===== config.mk =====
export PLATFORM = sky130hd
export DESIGN_NAME = contador_modulo_n
export DESIGN_NICKNAME = d
export VERILOG_FILES = /design/src/rtl/contador_pkg.sv /design/src/rtl/contador_divisor.sv /design/src/rtl/contador_modulo_n.sv
export SDC_FILE = /design/constraint.sdc
export NUM_CORES = 1
export LEC_CHECK = 0
export ABC_CLOCK_PERIOD_IN_PS = 1950
export BUFFER_PORTS_ARGS = -buffer_cell sky130_fd_sc_hd__buf_2
export CELL_PAD_IN_SITES_DETAIL_PLACEMENT = 2
export CELL_PAD_IN_SITES_GLOBAL_PLACEMENT = 2
export CORE_UTILIZATION = 29
export CTS_BUF_LIST = sky130_fd_sc_hd__clkbuf_4 sky130_fd_sc_hd__clkbuf_8
export DETAILED_ROUTE_END_ITERATION = 16
export GPL_TIMING_DRIVEN = 0
export PLACE_DENSITY_LB_ADDON = 0.1
export SLEW_MARGIN = 20
export SYNTH_ARGS = -nofsm -noshare
export SYNTH_HDL_FRONTEND = slang
export SYNTH_SLANG_ARGS = --single-unit

===== constraint.sdc =====
create_clock -name i_clk -period 1.95 [get_ports i_clk]
set_input_delay 0.4875 -clock i_clk [delete_from_list [all_inputs] [get_ports i_clk]]
set_output_delay 0.4875 -clock i_clk [all_outputs]
set_load 0.05 [all_outputs]

===== src/rtl/contador_pkg.sv =====
// rtl/contador_pkg.sv - shared constants and types for the modulo-N counter
//
// Purpose : mode/direction constants, per-edge action type and a helper
//           that sizes the prescaler phase register.
// Ports   : none (package).
package contador_pkg;

  // SATURAR parameter values
  localparam int MODO_CICLICO  = 0;
  localparam int MODO_SATURADO = 1;

  // i_sentido values
  localparam logic SUBIR = 1'b1;
  localparam logic BAJAR = 1'b0;

  // What the counter does on a given edge, in priority order
  typedef enum logic [1:0] {
    ACC_MANTENER = 2'd0,
    ACC_LIMPIAR  = 2'd1,
    ACC_CARGAR   = 2'd2,
    ACC_PASO     = 2'd3
  } accion_e;

  // Phase register width; a ratio of 1 still gets a 1-bit register
  function automatic int ancho_divisor(input int divisor);
    return (divisor > 1) ? $clog2(divisor) : 1;
  endfunction

endpackage


===== src/rtl/contador_divisor.sv =====
// rtl/contador_divisor.sv - enable prescaler producing a step strobe every DIVISOR enabled cycles
//
// Purpose : counts enabled cycles 0..DIVISOR-1; the strobe marks the cycle in
//           which the phase sits at DIVISOR-1 while enabled.
// Ports   : i_clk       clock, rising edge
//           i_rst_n     asynchronous active-low reset
//           i_habilitar advance the phase
//           i_limpiar   synchronous clear of the phase
//           o_tick      step strobe for the current cycle (the parent registers
//                       it and uses it to decide the step on the same edge)
module contador_divisor
  import contador_pkg::*;
#(
  parameter int DIVISOR = 1
) (
  input  logic i_clk,
  input  logic i_rst_n,
  input  logic i_habilitar,
  input  logic i_limpiar,
  output logic o_tick
);

  localparam int               W      = ancho_divisor(DIVISOR);
  localparam logic [W-1:0]     ULTIMO = W'(DIVISOR - 1);

  logic [W-1:0] fase_q;
  logic [W-1:0] fase_d;

  always_comb begin
    fase_d = fase_q;
    if (i_limpiar) begin
      fase_d = '0;
    end else if (i_habilitar) begin
      fase_d = (fase_q == ULTIMO) ? '0 : fase_q + W'(1);
    end
  end

  // With DIVISOR=1 ULTIMO is 0 and the phase never leaves 0, so the
  // strobe simply follows the enable.
  assign o_tick = i_habilitar & ~i_limpiar & (fase_q == ULTIMO);

  always_ff @(posedge i_clk or negedge i_rst_n) begin
    if (!i_rst_n) begin
      fase_q <= '0;
    end else begin
      fase_q <= fase_d;
    end
  end

endmodule


===== src/rtl/contador_modulo_n.sv =====
// rtl/contador_modulo_n.sv - up/down modulo-N counter with prescaler, load, clear and saturation
//
// Purpose : counts 0..MODULO-1 one step per prescaler tick, wrapping or
//           holding at the limits; all outputs come straight from registers.
// Ports   : i_clk       clock, rising edge
//           i_rst_n     asynchronous active-low reset
//           i_habilitar count enable (feeds the prescaler)
//           i_sentido   1 = up, 0 = down
//           i_cargar    synchronous load of i_valor (clamped to MODULO-1)
//           i_valor     load value
//           i_limpiar   synchronous clear (highest priority)
//           o_cuenta    registered count
//           o_fin       one-cycle pulse with a step taken from a limit
//           o_tick      registered prescaler tick, aligned with the step it caused
module contador_modulo_n
  import contador_pkg::*;
#(
  parameter int ANCHO   = 4,
  parameter int MODULO  = 11,
  parameter int DIVISOR = 1,
  parameter int SATURAR = MODO_CICLICO
) (
  input  logic             i_clk,
  input  logic             i_rst_n,
  input  logic             i_habilitar,
  input  logic             i_sentido,
  input  logic             i_cargar,
  input  logic [ANCHO-1:0] i_valor,
  input  logic             i_limpiar,
  output logic [ANCHO-1:0] o_cuenta,
  output logic             o_fin,
  output logic             o_tick
);

  if (MODULO < 2 || MODULO > (2 ** ANCHO) || DIVISOR < 1) begin : g_param_invalido
    $error("contador_modulo_n: need 2 <= MODULO <= 2**ANCHO and DIVISOR >= 1");
  end

  // One extra bit so MODULO = 2**ANCHO and clamping compare without overflow
  localparam int               AW         = ANCHO + 1;
  localparam logic [AW-1:0]    MODULO_EXT = AW'(MODULO);
  localparam logic [ANCHO-1:0] LIMITE     = ANCHO'(MODULO - 1);
  localparam logic             SAT        = (SATURAR == MODO_SATURADO);

  logic [ANCHO-1:0] cuenta_q, cuenta_d;
  logic             fin_q, fin_d;
  logic             tick_q, tick_d;
  logic             tick_div;
  logic [AW-1:0]    cuenta_ext;
  logic [AW-1:0]    valor_ext;
  accion_e          accion;

  contador_divisor #(
    .DIVISOR(DIVISOR)
  ) u_divisor (
    .i_clk      (i_clk),
    .i_rst_n    (i_rst_n),
    .i_habilitar(i_habilitar),
    .i_limpiar  (i_limpiar),
    .o_tick     (tick_div)
  );

  assign cuenta_ext = {1'b0, cuenta_q};
  assign valor_ext  = {1'b0, i_valor};

  always_comb begin
    accion = ACC_MANTENER;
    if (i_limpiar) begin
      accion = ACC_LIMPIAR;
    end else if (i_cargar) begin
      accion = ACC_CARGAR;
    end else if (tick_div) begin
      accion = ACC_PASO;
    end
  end

  always_comb begin
    cuenta_d = cuenta_q;
    fin_d    = 1'b0;
    tick_d   = tick_div;
    case (accion)
      ACC_LIMPIAR: begin
        cuenta_d = '0;
        tick_d   = 1'b0;
      end
      ACC_CARGAR: begin
        cuenta_d = (valor_ext >= MODULO_EXT) ? LIMITE : i_valor;
      end
      ACC_PASO: begin
        if (i_sentido == SUBIR) begin
          if (cuenta_q == LIMITE) begin
            fin_d    = 1'b1;
            cuenta_d = SAT ? LIMITE : '0;
          end else begin
            cuenta_d = ANCHO'(cuenta_ext + AW'(1));
          end
        end else begin
          if (cuenta_q == '0) begin
            fin_d    = 1'b1;
            cuenta_d = SAT ? '0 : LIMITE;
          end else begin
            cuenta_d = ANCHO'(cuenta_ext - AW'(1));
          end
        end
      end
      default: begin
        cuenta_d = cuenta_q;
      end
    endcase
  end

  always_ff @(posedge i_clk or negedge i_rst_n) begin
    if (!i_rst_n) begin
      cuenta_q <= '0;
      fin_q    <= 1'b0;
      tick_q   <= 1'b0;
    end else begin
      cuenta_q <= cuenta_d;
      fin_q    <= fin_d;
      tick_q   <= tick_d;
    end
  end

  assign o_cuenta = cuenta_q;
  assign o_fin    = fin_q;
  assign o_tick   = tick_q;

endmodule


==> flow_summary.ini <==
[setup_path]
r2r_end = o_cuenta[2]
start_kind = flip-flop
critPathMaxFanout = 8
required_ps = 2080
rrSetupSlack_ps = 330
cp-end-kind = flip-flop
r2r-start = o_cuenta[0]
rr_worst_depth = 6
criticalPathCategory = reg2reg
crit_arrival_ps = 1750

[sta]
worst_pin_slew_ps = 365
relSlewSlack_pct = 75.6
min_period_ps = 1620
hold_viol_final = 0
rsz0062_at_grt = false
finalMaxSlewViolations = 0
fin_tns_setup_ps = 0
finalCritPeriodShare_pct = 83.2
timing.fmax_mhz = 616
setup-violations-final = 0
finalClockSkew_ps = 0.559

[die]
die-area_mm2 = 0.00182
chipHeight_um = 42.7
coreArea_mm2 = 0.00152
die_width_um = 42.7
start_util_pct = 31.4
top_level_ports = 16
rows = 14

[placed_design]
dp.final_hpwl_mm = 1.04
placed_area_um2 = 569
io_buffers = 14
place_congestion = 0.709
dpl.cell_count = 84

[clock_network]
clk_path_buf_depth = 2
cts.repair.resized = 0
cts_tree = done
clkLatencyLatePin_ps = 240
clock-sinks = 6
cts_root_buf = clkbuf_4
cts-htree-levels = 1
cts_setup_buffers = 0
cts_made_buffers = 3
clkTransAtPathRegs_ps = 40
hold_buffers = 0

[detailed_routing]
route.detailed.drc = 0
drt-pass1-iter-count = 2
vias = 477
first_iter_violations = 4
routed_wl_mm = 1.36
wire_per_inst_um = 15.6
ant_nets = 0
viasPerCell = 5.48

[synth]
ys.flop_type = dfrtp_1
async_flop_share_pct = 100
syn_inst = 54
yosys_warnings = 0
synth_fp_nets = 68
ys_ff_latch = 6
yosysSeqAreaShare_pct = 31.3
synth_edf_count = 0
synth_top_area_share_pct = 31.3
synth_top_area_cell = dfrtp_1
syn_area_um2 = 479
synth_area_per_cell_um2 = 8.87
yosys-top-cells-count = dfrtp_1, o21ai_0, ha_1, nor2_1
ys_types = 30
synth_top_cells_by_area = dfrtp_1, ha_1, o21ai_0

[global_route]
antenna_found_initial = 0
grt_overflow = 0
grt_pass1_vias = 482
grt_max_degree = 11
grt_first_pass_wirelength_mm = 2.33
grtUsageTotal_pct = 17.9

[power_and_ir_drop]
report.power.total_mw = 0.378
leakage_nw = 0.291
peakVddDrop_uv = 225
power_density_mw_per_mm2 = 638

[finish]
nNetsFinal = 87
fin_area_um2 = 592
syn2layout_area_growth_pct = 23.5
final_util_pct = 38.8
antenna_cells = 0
drive_gt1_share_pct = 29.6
final_cells = 87
nFillCells = 192

[run_status]
status = completed

[worst_hold_path]
min_path_type = in2async

[run]
maxCapViolCount = 0
==> flip-flops by register name (all words and copies together) (netlist names) <==
| register | cells |
|---|---|
| o_cuenta | 4 |
| o_fin | 1 |
| o_tick | 1 |
==> metrics by stage <==
stage / hold slack [ps] / setup WS [ps]
after CTS: 53.9 / 301
after detailed placement: 316 / 310
final: 58.2 / 327
after global routing: 43.9 / 185
after floorplan: 192 / 164
after global placement: 314 / 312
==> area by class of cell <==
| cell class | instances | area, um2 | share of cell area, % |
|---|---|---|---|
| buffer | 2 | 18.8 | 3.17 |
| tap | 16 | 20.0 | 3.38 |
| multi-input combinational | 43 | 299 | 50.5 |
| inverter | 3 | 11.3 | 1.90 |
| timing repair buffer | 14 | 70.1 | 11.8 |
| sequential | 6 | 150 | 25.4 |
| clock buffer | 3 | 22.5 | 3.81 |
==> worst max-delay path by stage <==
stage                 from           to  depth (start not counted)
2_1_floorplan  o_cuenta[0]  o_cuenta[2]                          6
3_3_place_gp   o_cuenta[0]  o_cuenta[2]                          6
3_5_place_dp   o_cuenta[0]  o_cuenta[2]                          6
4_1_cts        o_cuenta[0]  o_cuenta[2]                          6
5_1_grt        o_cuenta[0]  o_cuenta[2]                          6
6_report       o_cuenta[0]  o_cuenta[2]                          6
==> cells in the final DEF (no fill, tap or decap) <==
| master | count |
|---|---|
| a31oi_1 | 3 |
| nand4_1 | 1 |
| nor4bb_1 | 1 |
| nor3b_1 | 2 |
| or4_1 | 1 |
| dfrtp_1 | 6 |
| a211oi_1 | 1 |
| buf_6 | 1 |
| o21ai_0 | 6 |
| nand2b_1 | 1 |
| o211ai_1 | 1 |
| a21oi_1 | 3 |
| nand2_1 | 2 |
| buf_2 | 14 |
| nand3b_1 | 1 |
| nor3_1 | 1 |
| o22ai_1 | 1 |
| ha_1 | 4 |
| a21o_1 | 1 |
| inv_1 | 3 |
| o31ai_1 | 1 |
| clkbuf_4 | 3 |
| o21ba_2 | 1 |
| and3_1 | 1 |
| mux2i_1 | 1 |
| and3b_2 | 1 |
| xnor2_1 | 1 |
| and4b_1 | 1 |
| nand3_1 | 1 |
| nor2_1 | 4 |
| buf_4 | 1 |
| o31a_1 | 1 |
==> worst max-delay path: stages, from the launching register on <==
cell	delay [ps]
dfrtp_1	490
inv_1	140
ha_1	260
and3b_2	210
a31oi_1	150
o31ai_1	80
a21o_1	180
==> where the power goes <==
| group | switching (mW) | internal, mW |
|---|---|---|
| Combinational | 0.0775 | 0.0437 |
| Sequential | 0.0118 | 0.133 |
| Clock | 0.0427 | 0.0695 |
==> routing by layer <==
layer / up-vias / wire length, um / global-route usage (%)
li1: 237 / - / -
met3: 2 / 49 / 3.83
met2: 15 / 597 / 26.1
met1: 223 / 694 / 24.5
met4: 0 / 13 / 9.38
met5: - / 0 / 0
==> cell families (layout without fill, tap and decap cells) <==
kind of cell             count (synthesis)  in the layout  share of synthesized area, %
AO/OA/AOI/OAI                           19             19                          24.8
AND/OR/NAND/NOR                         18             18                          23.2
XOR/XNOR                                 1              1                          1.83
buffers and inverters                    5             22                          6.27
adder cells (fa/ha/maj)                  4              4                          10.4
multiplexers                             1              1                          2.09
flip-flops                               6              6                          31.3
No activity file was read; power rests on OpenSTA's default activity.
